--- src/rtl/mips_run_ctrl_if.sv ---
// Control/status bundle between the run sequencer and its host plus the datapath PC.
interface mips_run_ctrl_if #(
  parameter int CNT_W = 16
);
  logic             start;
  logic             step;
  logic             halt_req;
  logic [31:0]      cpu_pc;
  logic             cpu_en;
  logic             cpu_rst;
  logic             busy;
  logic             done;
  logic             timeout;
  logic [CNT_W-1:0] cycle_count;
  logic [2:0]       dbg_state;

  // start/step are one-cycle request pulses acted on at the next edge and
  // halt_req is a level; there is no ready, the host observes busy/done.
  modport master (
    output start, step, halt_req, cpu_pc,
    input  cpu_en, cpu_rst, busy, done, timeout, cycle_count, dbg_state
  );

  modport slave (
    input  start, step, halt_req, cpu_pc,
    output cpu_en, cpu_rst, busy, done, timeout, cycle_count, dbg_state
  );
endinterface

--- src/rtl/mips_run_ctrl.sv ---
// Run/debug sequencer for the single-cycle MIPS datapath: owns its reset and
// clock enable, counts executed cycles and stops on end PC, stall or timeout.
module mips_run_ctrl #(
  parameter logic [31:0] END_PC      = 32'h0000_00F8,
  parameter int          STALL_LIMIT = 4,
  parameter int          MAX_CYCLES  = 1024,
  parameter int          RST_CYCLES  = 2,
  parameter int          CNT_W       = 16
) (
  input  logic              clk,
  input  logic              reset,
  mips_run_ctrl_if.slave    bus
);

  localparam int RC_W = $clog2(RST_CYCLES + 1);
  localparam int SC_W = $clog2(STALL_LIMIT + 1);

  typedef enum logic [2:0] {
    S_IDLE      = 3'd0,
    S_RESET_CPU = 3'd1,
    S_RUN       = 3'd2,
    S_PAUSE     = 3'd3,
    S_STEP      = 3'd4,
    S_DONE      = 3'd5
  } state_t;

  state_t           state_q, state_d;
  logic [RC_W-1:0]  rst_cnt_q, rst_cnt_d;
  logic [CNT_W-1:0] cycle_count_q, cycle_count_d;
  logic             timeout_q, timeout_d;
  logic [SC_W-1:0]  stall_cnt_q, stall_cnt_d;
  logic [31:0]      prev_pc_q, prev_pc_d;
  logic             prev_vld_q, prev_vld_d;
  logic             cpu_rst_q, cpu_rst_d;
  logic             busy_q, busy_d;
  logic             done_q, done_d;

  logic end_hit, budget_hit, executing, cpu_en_c, same_pc, stall;

  assign end_hit    = (bus.cpu_pc == END_PC);
  assign budget_hit = (cycle_count_q == CNT_W'(MAX_CYCLES));
  assign executing  = (state_q == S_RUN) || (state_q == S_STEP);
  // halt_req only gates RUN; a STEP already granted always completes.
  assign cpu_en_c   = executing && !end_hit && !budget_hit &&
                      !((state_q == S_RUN) && bus.halt_req);
  assign same_pc    = prev_vld_q && (bus.cpu_pc == prev_pc_q);
  assign stall      = cpu_en_c && same_pc && (stall_cnt_q == SC_W'(STALL_LIMIT - 1));

  always_comb begin
    state_d       = state_q;
    rst_cnt_d     = rst_cnt_q;
    cycle_count_d = cycle_count_q;
    timeout_d     = timeout_q;
    prev_pc_d     = prev_pc_q;
    prev_vld_d    = prev_vld_q;
    stall_cnt_d   = (cpu_en_c && same_pc) ? stall_cnt_q + SC_W'(1) : '0;

    if (cpu_en_c) begin
      cycle_count_d = cycle_count_q + CNT_W'(1);
      prev_pc_d     = bus.cpu_pc;
      prev_vld_d    = 1'b1;
    end

    case (state_q)
      S_IDLE, S_DONE: begin
        if (bus.start) begin
          state_d       = S_RESET_CPU;
          rst_cnt_d     = '0;
          cycle_count_d = '0;
          timeout_d     = 1'b0;
          stall_cnt_d   = '0;
          prev_vld_d    = 1'b0;
        end
      end
      S_RESET_CPU: begin
        prev_vld_d = 1'b0;
        if (rst_cnt_q == RC_W'(RST_CYCLES - 1)) state_d = S_RUN;
        else                                    rst_cnt_d = rst_cnt_q + RC_W'(1);
      end
      S_RUN, S_STEP: begin
        if (end_hit) begin
          state_d = S_DONE;
        end else if (budget_hit) begin
          state_d   = S_DONE;
          timeout_d = 1'b1;
        end else if (stall) begin
          state_d = S_DONE;
        end else if (state_q == S_STEP || bus.halt_req) begin
          state_d = S_PAUSE;
        end
      end
      S_PAUSE: begin
        if (!bus.halt_req) begin
          if (bus.start)     state_d = S_RUN;
          else if (bus.step) state_d = S_STEP;
        end
      end
      default: state_d = S_IDLE;
    endcase

    cpu_rst_d = (state_d == S_IDLE) || (state_d == S_RESET_CPU);
    busy_d    = (state_d == S_RESET_CPU) || (state_d == S_RUN) ||
                (state_d == S_PAUSE) || (state_d == S_STEP);
    done_d    = (state_d == S_DONE);
  end

  always_ff @(posedge clk or negedge reset) begin
    if (!reset) begin
      state_q       <= S_IDLE;
      rst_cnt_q     <= '0;
      cycle_count_q <= '0;
      timeout_q     <= 1'b0;
      stall_cnt_q   <= '0;
      prev_pc_q     <= '0;
      prev_vld_q    <= 1'b0;
      cpu_rst_q     <= 1'b1;
      busy_q        <= 1'b0;
      done_q        <= 1'b0;
    end else begin
      state_q       <= state_d;
      rst_cnt_q     <= rst_cnt_d;
      cycle_count_q <= cycle_count_d;
      timeout_q     <= timeout_d;
      stall_cnt_q   <= stall_cnt_d;
      prev_pc_q     <= prev_pc_d;
      prev_vld_q    <= prev_vld_d;
      cpu_rst_q     <= cpu_rst_d;
      busy_q        <= busy_d;
      done_q        <= done_d;
    end
  end

  assign bus.cpu_en      = cpu_en_c;
  assign bus.cpu_rst     = cpu_rst_q;
  assign bus.busy        = busy_q;
  assign bus.done        = done_q;
  assign bus.timeout     = timeout_q;
  assign bus.cycle_count = cycle_count_q;
  assign bus.dbg_state   = state_q;

endmodule

--- src/flat_wrapper.sv ---
// flat-port wrapper written by rule: the top's interface ports become plain ports
module mips_run_ctrl_flat 
#(
  parameter logic [31:0] END_PC      = 32'h0000_00F8,
  parameter int          STALL_LIMIT = 4,
  parameter int          MAX_CYCLES  = 1024,
  parameter int          RST_CYCLES  = 2,
  parameter int          CNT_W       = 16
)
  (clk, reset, bus_start, bus_step, bus_halt_req, bus_cpu_pc, bus_cpu_en, bus_cpu_rst, bus_busy, bus_done, bus_timeout, bus_cycle_count, bus_dbg_state);
  mips_run_ctrl_if #(.CNT_W(CNT_W)) bus_i ();
  input  logic clk;
  input  logic reset;
  input wire logic [$bits(bus_i.start)-1:0] bus_start;
  input wire logic [$bits(bus_i.step)-1:0] bus_step;
  input wire logic [$bits(bus_i.halt_req)-1:0] bus_halt_req;
  input wire logic [$bits(bus_i.cpu_pc)-1:0] bus_cpu_pc;
  output wire logic [$bits(bus_i.cpu_en)-1:0] bus_cpu_en;
  output wire logic [$bits(bus_i.cpu_rst)-1:0] bus_cpu_rst;
  output wire logic [$bits(bus_i.busy)-1:0] bus_busy;
  output wire logic [$bits(bus_i.done)-1:0] bus_done;
  output wire logic [$bits(bus_i.timeout)-1:0] bus_timeout;
  output wire logic [$bits(bus_i.cycle_count)-1:0] bus_cycle_count;
  output wire logic [$bits(bus_i.dbg_state)-1:0] bus_dbg_state;
  assign bus_i.start = bus_start;
  assign bus_i.step = bus_step;
  assign bus_i.halt_req = bus_halt_req;
  assign bus_i.cpu_pc = bus_cpu_pc;
  assign bus_cpu_en = bus_i.cpu_en;
  assign bus_cpu_rst = bus_i.cpu_rst;
  assign bus_busy = bus_i.busy;
  assign bus_done = bus_i.done;
  assign bus_timeout = bus_i.timeout;
  assign bus_cycle_count = bus_i.cycle_count;
  assign bus_dbg_state = bus_i.dbg_state;
  mips_run_ctrl #(.END_PC(END_PC), .STALL_LIMIT(STALL_LIMIT), .MAX_CYCLES(MAX_CYCLES), .RST_CYCLES(RST_CYCLES), .CNT_W(CNT_W)) u_core (.clk(clk), .reset(reset), .bus(bus_i));
endmodule
--- config.mk ---
export PLATFORM = sky130hd
export DESIGN_NAME = mips_run_ctrl_flat
export DESIGN_NICKNAME = d
export VERILOG_FILES = /design/src/rtl/mips_run_ctrl_if.sv /design/src/rtl/mips_run_ctrl.sv /design/src/flat_wrapper.sv
export SDC_FILE = /design/constraint.sdc
export NUM_CORES = 1
export LEC_CHECK = 0
export CAP_MARGIN = 20
export CELL_PAD_IN_SITES_DETAIL_PLACEMENT = 0
export CELL_PAD_IN_SITES_GLOBAL_PLACEMENT = 2
export CORE_ASPECT_RATIO = 0.6
export CORE_MARGIN = 1
export CORE_UTILIZATION = 30
export DETAILED_ROUTE_END_ITERATION = 12
export DONT_BUFFER_PORTS = 1
export PLACE_DENSITY = 0.59
export SLEW_MARGIN = 30
export SYNTH_ARGS = -nofsm -noshare
export SYNTH_HDL_FRONTEND = slang
export SYNTH_SLANG_ARGS = --single-unit
--- constraint.sdc ---
create_clock -name clk -period 4.1 [get_ports clk]
set_input_delay 0.82 -clock clk [delete_from_list [all_inputs] [get_ports clk]]
set_output_delay 0.82 -clock clk [all_outputs]
set_load 0.05 [all_outputs]
==> reports/results.ini, run 1 <==
[run_status]
status=complete, no violations

[cells_and_area]
design_area_um2=3660
num_antenna_cells=0
fin_util_pct=36.0
num-fill-cells=1044
drive_gt1_share_pct=17.5
multi_input_area_um2=1590
final_cells=450
finalNetCount=352
seq_area_um2=1530
area_delta_synth_final_pct=12.9

[global_routing]
grt-ovfl-total=0
grt_max_degree=62
grt_use_total_pct=16.1
grt_pass1_wl_mm=13.1
grt_pass1_vias=2269
antenna_found_initial=0

[drt]
initialDrtViolationCount=93
ant_nets=0
wl_per_cell_um=18.8
drc=0
via_count=2333
first_pass_iters=4
drt-total-wl_mm=8.44
viasPerCell=5.18

[synthesis]
synth_area_leader_cell=dfrtp_1
synth_edf_count=0
syn-num-nets=347
syn_area_um2=3240
yosysMostFrequentCell=dfrtp_1
ys_ff_latch=61
async_flop_share_pct=100
ys.warnings.count=0
ys.flop_type=dfrtp_1
synth_top_area_share_pct=46.3
synth_cell_types=43
ys_top_cells_by_area=dfrtp_1, mux2_2, xnor2_1, a21oi_1, nand4_1
avgSynthCellArea_um2=10.6
synthCells=305
ys_top_cells_by_count=dfrtp_1, mux2_2, xnor2_1, a21oi_1, inv_1
ys_seq_area_share_pct=47.1

[cts]
cts_tree=done
holdBufCountCts=0
cts_setup_buffers=0
clk_root_buffer_cell=clkbuf_16
cts.sinks=61
clock_latency_ns=0.33
cts_max_level=3
clockBufferDepth=2
cts_resized=0
cts_buffers=9
clkSlewWorstSetupHoldPaths_ns=0.05

[power_and_ir_drop]
p_leak_nw=1.41
vdd_drop_max_v=0.000243
power_density_nw_per_um2=687

[place]
placed_cells=434
port_buffers=0
dp_hpwl_mm=6.04
gp_congestion=0.707
place_area_um2=3380

[setup_path]
crit_path_max_fanout=4
cpPeakStageDelay_ns=0.59
critPathBufInv=3
critical-path-top-delay-family=simple AND/OR/NAND/NOR gates
critPathKind=flop to output pin
critical_path.startpoint_type=flop
cp-end-kind=output pin
critPathArrivalTime_ns=2.38
cp.required_ns=3.28
crit_chain=inv_1 > ha_1 > nor4b_1 > nand4_1 > o211ai_4 > inv_1 > buf_4
cpMaxStageDelayCell=dfrtp_1
crit_top_cell=inv_1

[die]
start_util_pct=31.9
chipHeight_um=82.5
ios=61
fp.dieW_um=136
rows=28
core_area_um2=10200
die_area_um2=11200

[worst_hold_path]
hold_class=input pin to async pin

[sta]
finalSetupTns_ns=0
finalCritPeriodShare_pct=78.1
rsz0062_at_grt=no
clock_skew_ns=0.00423
final_max_slew_viol_count=0
tightest_slew_ns=0.886
period_needed_ns=3.20
clock.fmax_mhz=312
final_hold_viol_count=0
slew_headroom_pct=40.9
final-setup-viol-count=0

[job]
drv_cap=0

[placed cells by master, fill, tap and decap left out, types with 2 or more instances in the layout]
cell / count
clkbuf_8: 2
clkbuf_16: 9
nand4b_1: 2
nor3_1: 5
inv_1: 17
nor4_1: 8
dfrtp_1: 60
a211oi_1: 2
nor4b_1: 4
xnor2_1: 32
or4_1: 8
o31ai_1: 8
o21ai_0: 13
nor2b_1: 3
nor2_1: 13
nand4_1: 13
buf_4: 4
nand2_1: 15
a21oi_1: 21
and4b_1: 2
ha_1: 5
clkinv_2: 3
mux2_2: 32
a22oi_1: 2
nand2b_1: 2
nand3_1: 6
or3_1: 6
[layout make-up]
cell class                 instances  share of cell area [%]
multi-input combinational        217                    43.4
tap                              135                    4.62
inverter                          17                    1.74
clock buffer                      12                    7.01
sequential                        61                    41.8
clock inverter                     4                   0.616
timing repair buffer               4                   0.821
[path summary, 6_finish.rpt]
path | start | end | slack [ns] | cells past startpoint
worst max register to register | u_core.bus.cycle_count[0] | u_core.bus.busy | 1.11 | 8
worst min register to register | u_core.stall_cnt_q[0] | u_core.stall_cnt_q[0] | 0.43 | 1
min in group clk | u_core.stall_cnt_q[0] | u_core.stall_cnt_q[0] | 0.43 | 1
worst min-delay path | reset | u_core.bus.cycle_count[11] | 0.18 | 0
worst max-delay path | u_core.bus.cycle_count[0] | bus_cpu_en | 0.90 | 7
max in group asynchronous | reset | u_core.bus.cpu_rst | 3.72 | 0
[flip-flops by register name (all words and copies together), names as in the netlist]
| register | flops |
|---|---|
| u_core.prev_vld_q | 1 |
| u_core.bus.cpu_rst | 1 |
| u_core.rst_cnt_q | 2 |
| u_core.bus.done | 1 |
| u_core.prev_pc_q | 32 |
| u_core.bus.dbg_state | 3 |
| u_core.bus.timeout | 1 |
| u_core.stall_cnt_q | 3 |
| u_core.bus.cycle_count | 16 |
| u_core.bus.busy | 1 |
[report_power, final]
part | switching, mW | internal, mW | total [mW]
clock | 0.267 | 0.438 | 0.706
sequential | 0.225 | 0.810 | 1.03
combinational | 0.387 | 0.386 | 0.773
[metrics by stage]
step	hold slack [ns]	total power [mW]	setup slack [ns]
finish	0.184	2.51	0.898
floorplan	0.410	1.64	1.16
CTS	0.174	2.53	0.909
global placement	0.432	1.81	0.883
detailed placement	0.431	1.81	0.912
global route	0.167	2.67	0.714
[routing by layer]
metal	part of all wire (%)	global-route usage [%]	vias to the layer above
met3	5.6	6.35	10
met2	38	19.9	43
met5	0	0	-
met1	56	24.8	1147
met4	0.82	4.00	0
li1	-	-	1133
[cells by family after synthesis]
group	synth area share [%]
adders and majority gates	1.93
xor gates and xnor gates	8.92
AOI/OAI and AO/OA	10.9
DFF	47.1
buffers and inverters	3.82
muxes	11.4
and+or+nand+nor	15.9
No activity file was read; power rests on OpenSTA's default activity.
==> run 2: changes to the inputs <==
- clock period: 4.1 -> 3 ns (I/O delays scaled with it)
==> run 2 against run 1 <==
  * Routed wire length increased by 1.5%
  * Count of clock-buffer cells in the layout decreased by 1
  * Via count increased by 5.1%
  * Power increased by 49%
  * Hold slack got worse by 0.070 ns
  * Highest routed layer unchanged
  * Register-to-register slack got worse by 0.56 ns
  * Largest cell class unchanged
  * Critical endpoint unchanged
==> reports/results.ini, run 2 (synthesis results as in run 1) <==
[setup_path]
cp.required_ns=2.40
critPathArrivalTime_ns=2.24
cpMaxStageDelayCell=nor4b_1
reg2reg_to=u_core.bus.busy
rr_worst_depth=6
r2r_setup_slack_ns=0.55
cpPeakStageDelay_ns=0.67
critPathKind=flop to output pin
crit_path_max_fanout=4
crit_chain=nor4b_1 > nand4_1 > o211ai_4 > inv_1 > buf_4
critical_path.startpoint_type=flop
rr_startpoint=u_core.bus.cycle_count[9]
cp-end-kind=output pin

[die]
die_area_um2=11200
core_area_um2=10200
ios=61
rows=28
chipHeight_um=82.5
fp.dieW_um=136
start_util_pct=31.9

[cells_and_area]
largest_reg_flops=32
regMostFlops=u_core.prev_pc_q
num-fill-cells=1020
drive_gt1_share_pct=22.9
num_antenna_cells=0
final_common_cell=dfrtp_1
multi_input_area_um2=1590
final_cells=471
area_delta_synth_final_pct=21.1
finalNetCount=374
seq_area_um2=1530
layout_common_cells=dfrtp_1, xnor2_1, mux2_2, buf_4, a21oi_1

[worst_hold_path]
hold_class=input pin to async pin

[place]
placed_cells=455
gp_congestion=0.744
dp_slack_ns=0.366
port_buffers=0
dp_hpwl_mm=6.23

[sta]
final_max_slew_viol_count=0
clock.fmax_mhz=352
clock_skew_ns=0.00379
final_hold_viol_count=0
finalSetupTns_ns=0
finalCritPeriodShare_pct=94.7
tightest_slew_ns=0.734
slew_headroom_pct=50.4
period_needed_ns=2.84
final-setup-viol-count=0
setup_ws_ns=0.159
rsz0062_at_grt=no

[global_routing]
grt-ovfl-total=0
grt_use_total_pct=16.6
grt_pass1_vias=2365
grt_pass1_wl_mm=13.4
grt_max_degree=61
antenna_found_initial=0

[cts]
cts_resized=0
clockBufferDepth=2
clock_latency_ns=0.33
clk_root_buffer_cell=clkbuf_16
cts_buffers=9
clkSlewWorstSetupHoldPaths_ns=0.05
cts_tree=done
cts_max_level=3
cts.sinks=61

[drt]
drt-total-wl_mm=8.56
viasPerCell=5.21
ant_nets=0
first_pass_iters=4
wl_per_cell_um=18.2
via_count=2452
drc=0
initialDrtViolationCount=142

[power_and_ir_drop]
p_leak_nw=1.57
p_switching_mw=1.21
switching_share_pct=32.3
p_total_mw=3.74
vdd_drop_max_v=0.000347
power_density_nw_per_um2=952
intPower_mw=2.53
combPwrFrac_pct=32.2
seqPwrFrac_pct=35.3
clkPwrFrac_pct=32.5

[run_status]
status=complete, no violations

[job]
drv_cap=0

-- run 2: cell count changes in the layout (fill, tap and decap cells not counted) --
| cell | change |
|---|---|
| buf_4 | +20 |
| clkinvlp_4 | -1 |
| clkbuf_1 | -1 |
| clkinv_2 | -2 |
| buf_16 | +1 |
| bufinv_16 | +3 |
| buf_12 | +1 |
-- run 2: area by class of cell --
cell class	instances	share of cell area (%)
multi-input combinational	217	40.5
timing repair buffer	26	5.80
sequential	61	38.9
clock inverter	4	2.42
clock buffer	11	6.44
tap	135	4.30
inverter	17	1.63
-- run 2: worst max-delay path by stage --
| stage | start | to | cells after the start |
|---|---|---|---|
| floorplan | u_core.bus.cycle_count[0] | bus_cpu_en | 8 |
| global placement | bus_cpu_pc[1] | bus_cpu_en | 5 |
| detailed placement | bus_cpu_pc[1] | bus_cpu_en | 5 |
| CTS | u_core.bus.cycle_count[8] | bus_cpu_en | 5 |
| global route | u_core.bus.cycle_count[9] | bus_cpu_en | 5 |
| finish | u_core.bus.cycle_count[9] | bus_cpu_en | 5 |
-- run 2: repair_timing --
item	CTS	global route
hold endpoints to repair	60	0
hold buffers	1	0
buffers inserted	0	0
setup endpoints to repair	0	0
-- run 2: critical path, delay by kind of cell (launching register included) --
kind	cells	cell delay [ns]
flip-flops	1	0.37
buffers and inverters	2	0.27
AND/OR/NAND/NOR	2	1.05
AO/OA/AOI/OAI	1	0.22
-- run 2: metal layers --
metal | part of all wire, % | global-route usage, % | up-vias | wire length, um
met5 | 0 | 0 | - | 0
met4 | 1.1 | 4.33 | 0 | 91
met3 | 6.5 | 6.04 | 9 | 558
met2 | 37 | 20.5 | 53 | 3160
met1 | 56 | 25.9 | 1215 | 4760
li1 | - | - | 1175 | -
-- run 2: power by group through the flow --
stage                     logic [mW]  registers [mW]  clock network (mW)
final                           1.20            1.32                1.21
after global routing            1.32            1.36                1.28
after floorplan                0.845            1.40                   0
after CTS                       1.21            1.32                1.25
after detailed placement        1.19            1.33                   0
after global placement          1.19            1.32                   0
-- run 2: per-stage QoR --
| step | util (%) | area, um2 | hold slack (ns) |
|---|---|---|---|
| after floorplan | - | 3240 | 0.304 |
| after global placement | 34.9 | 3550 | 0.307 |
| after detailed placement | 34.9 | 3550 | 0.308 |
| after CTS | 38.6 | 3930 | 0.101 |
| after global routing | 38.6 | 3930 | 0.0955 |
| final | 38.6 | 3930 | 0.114 |
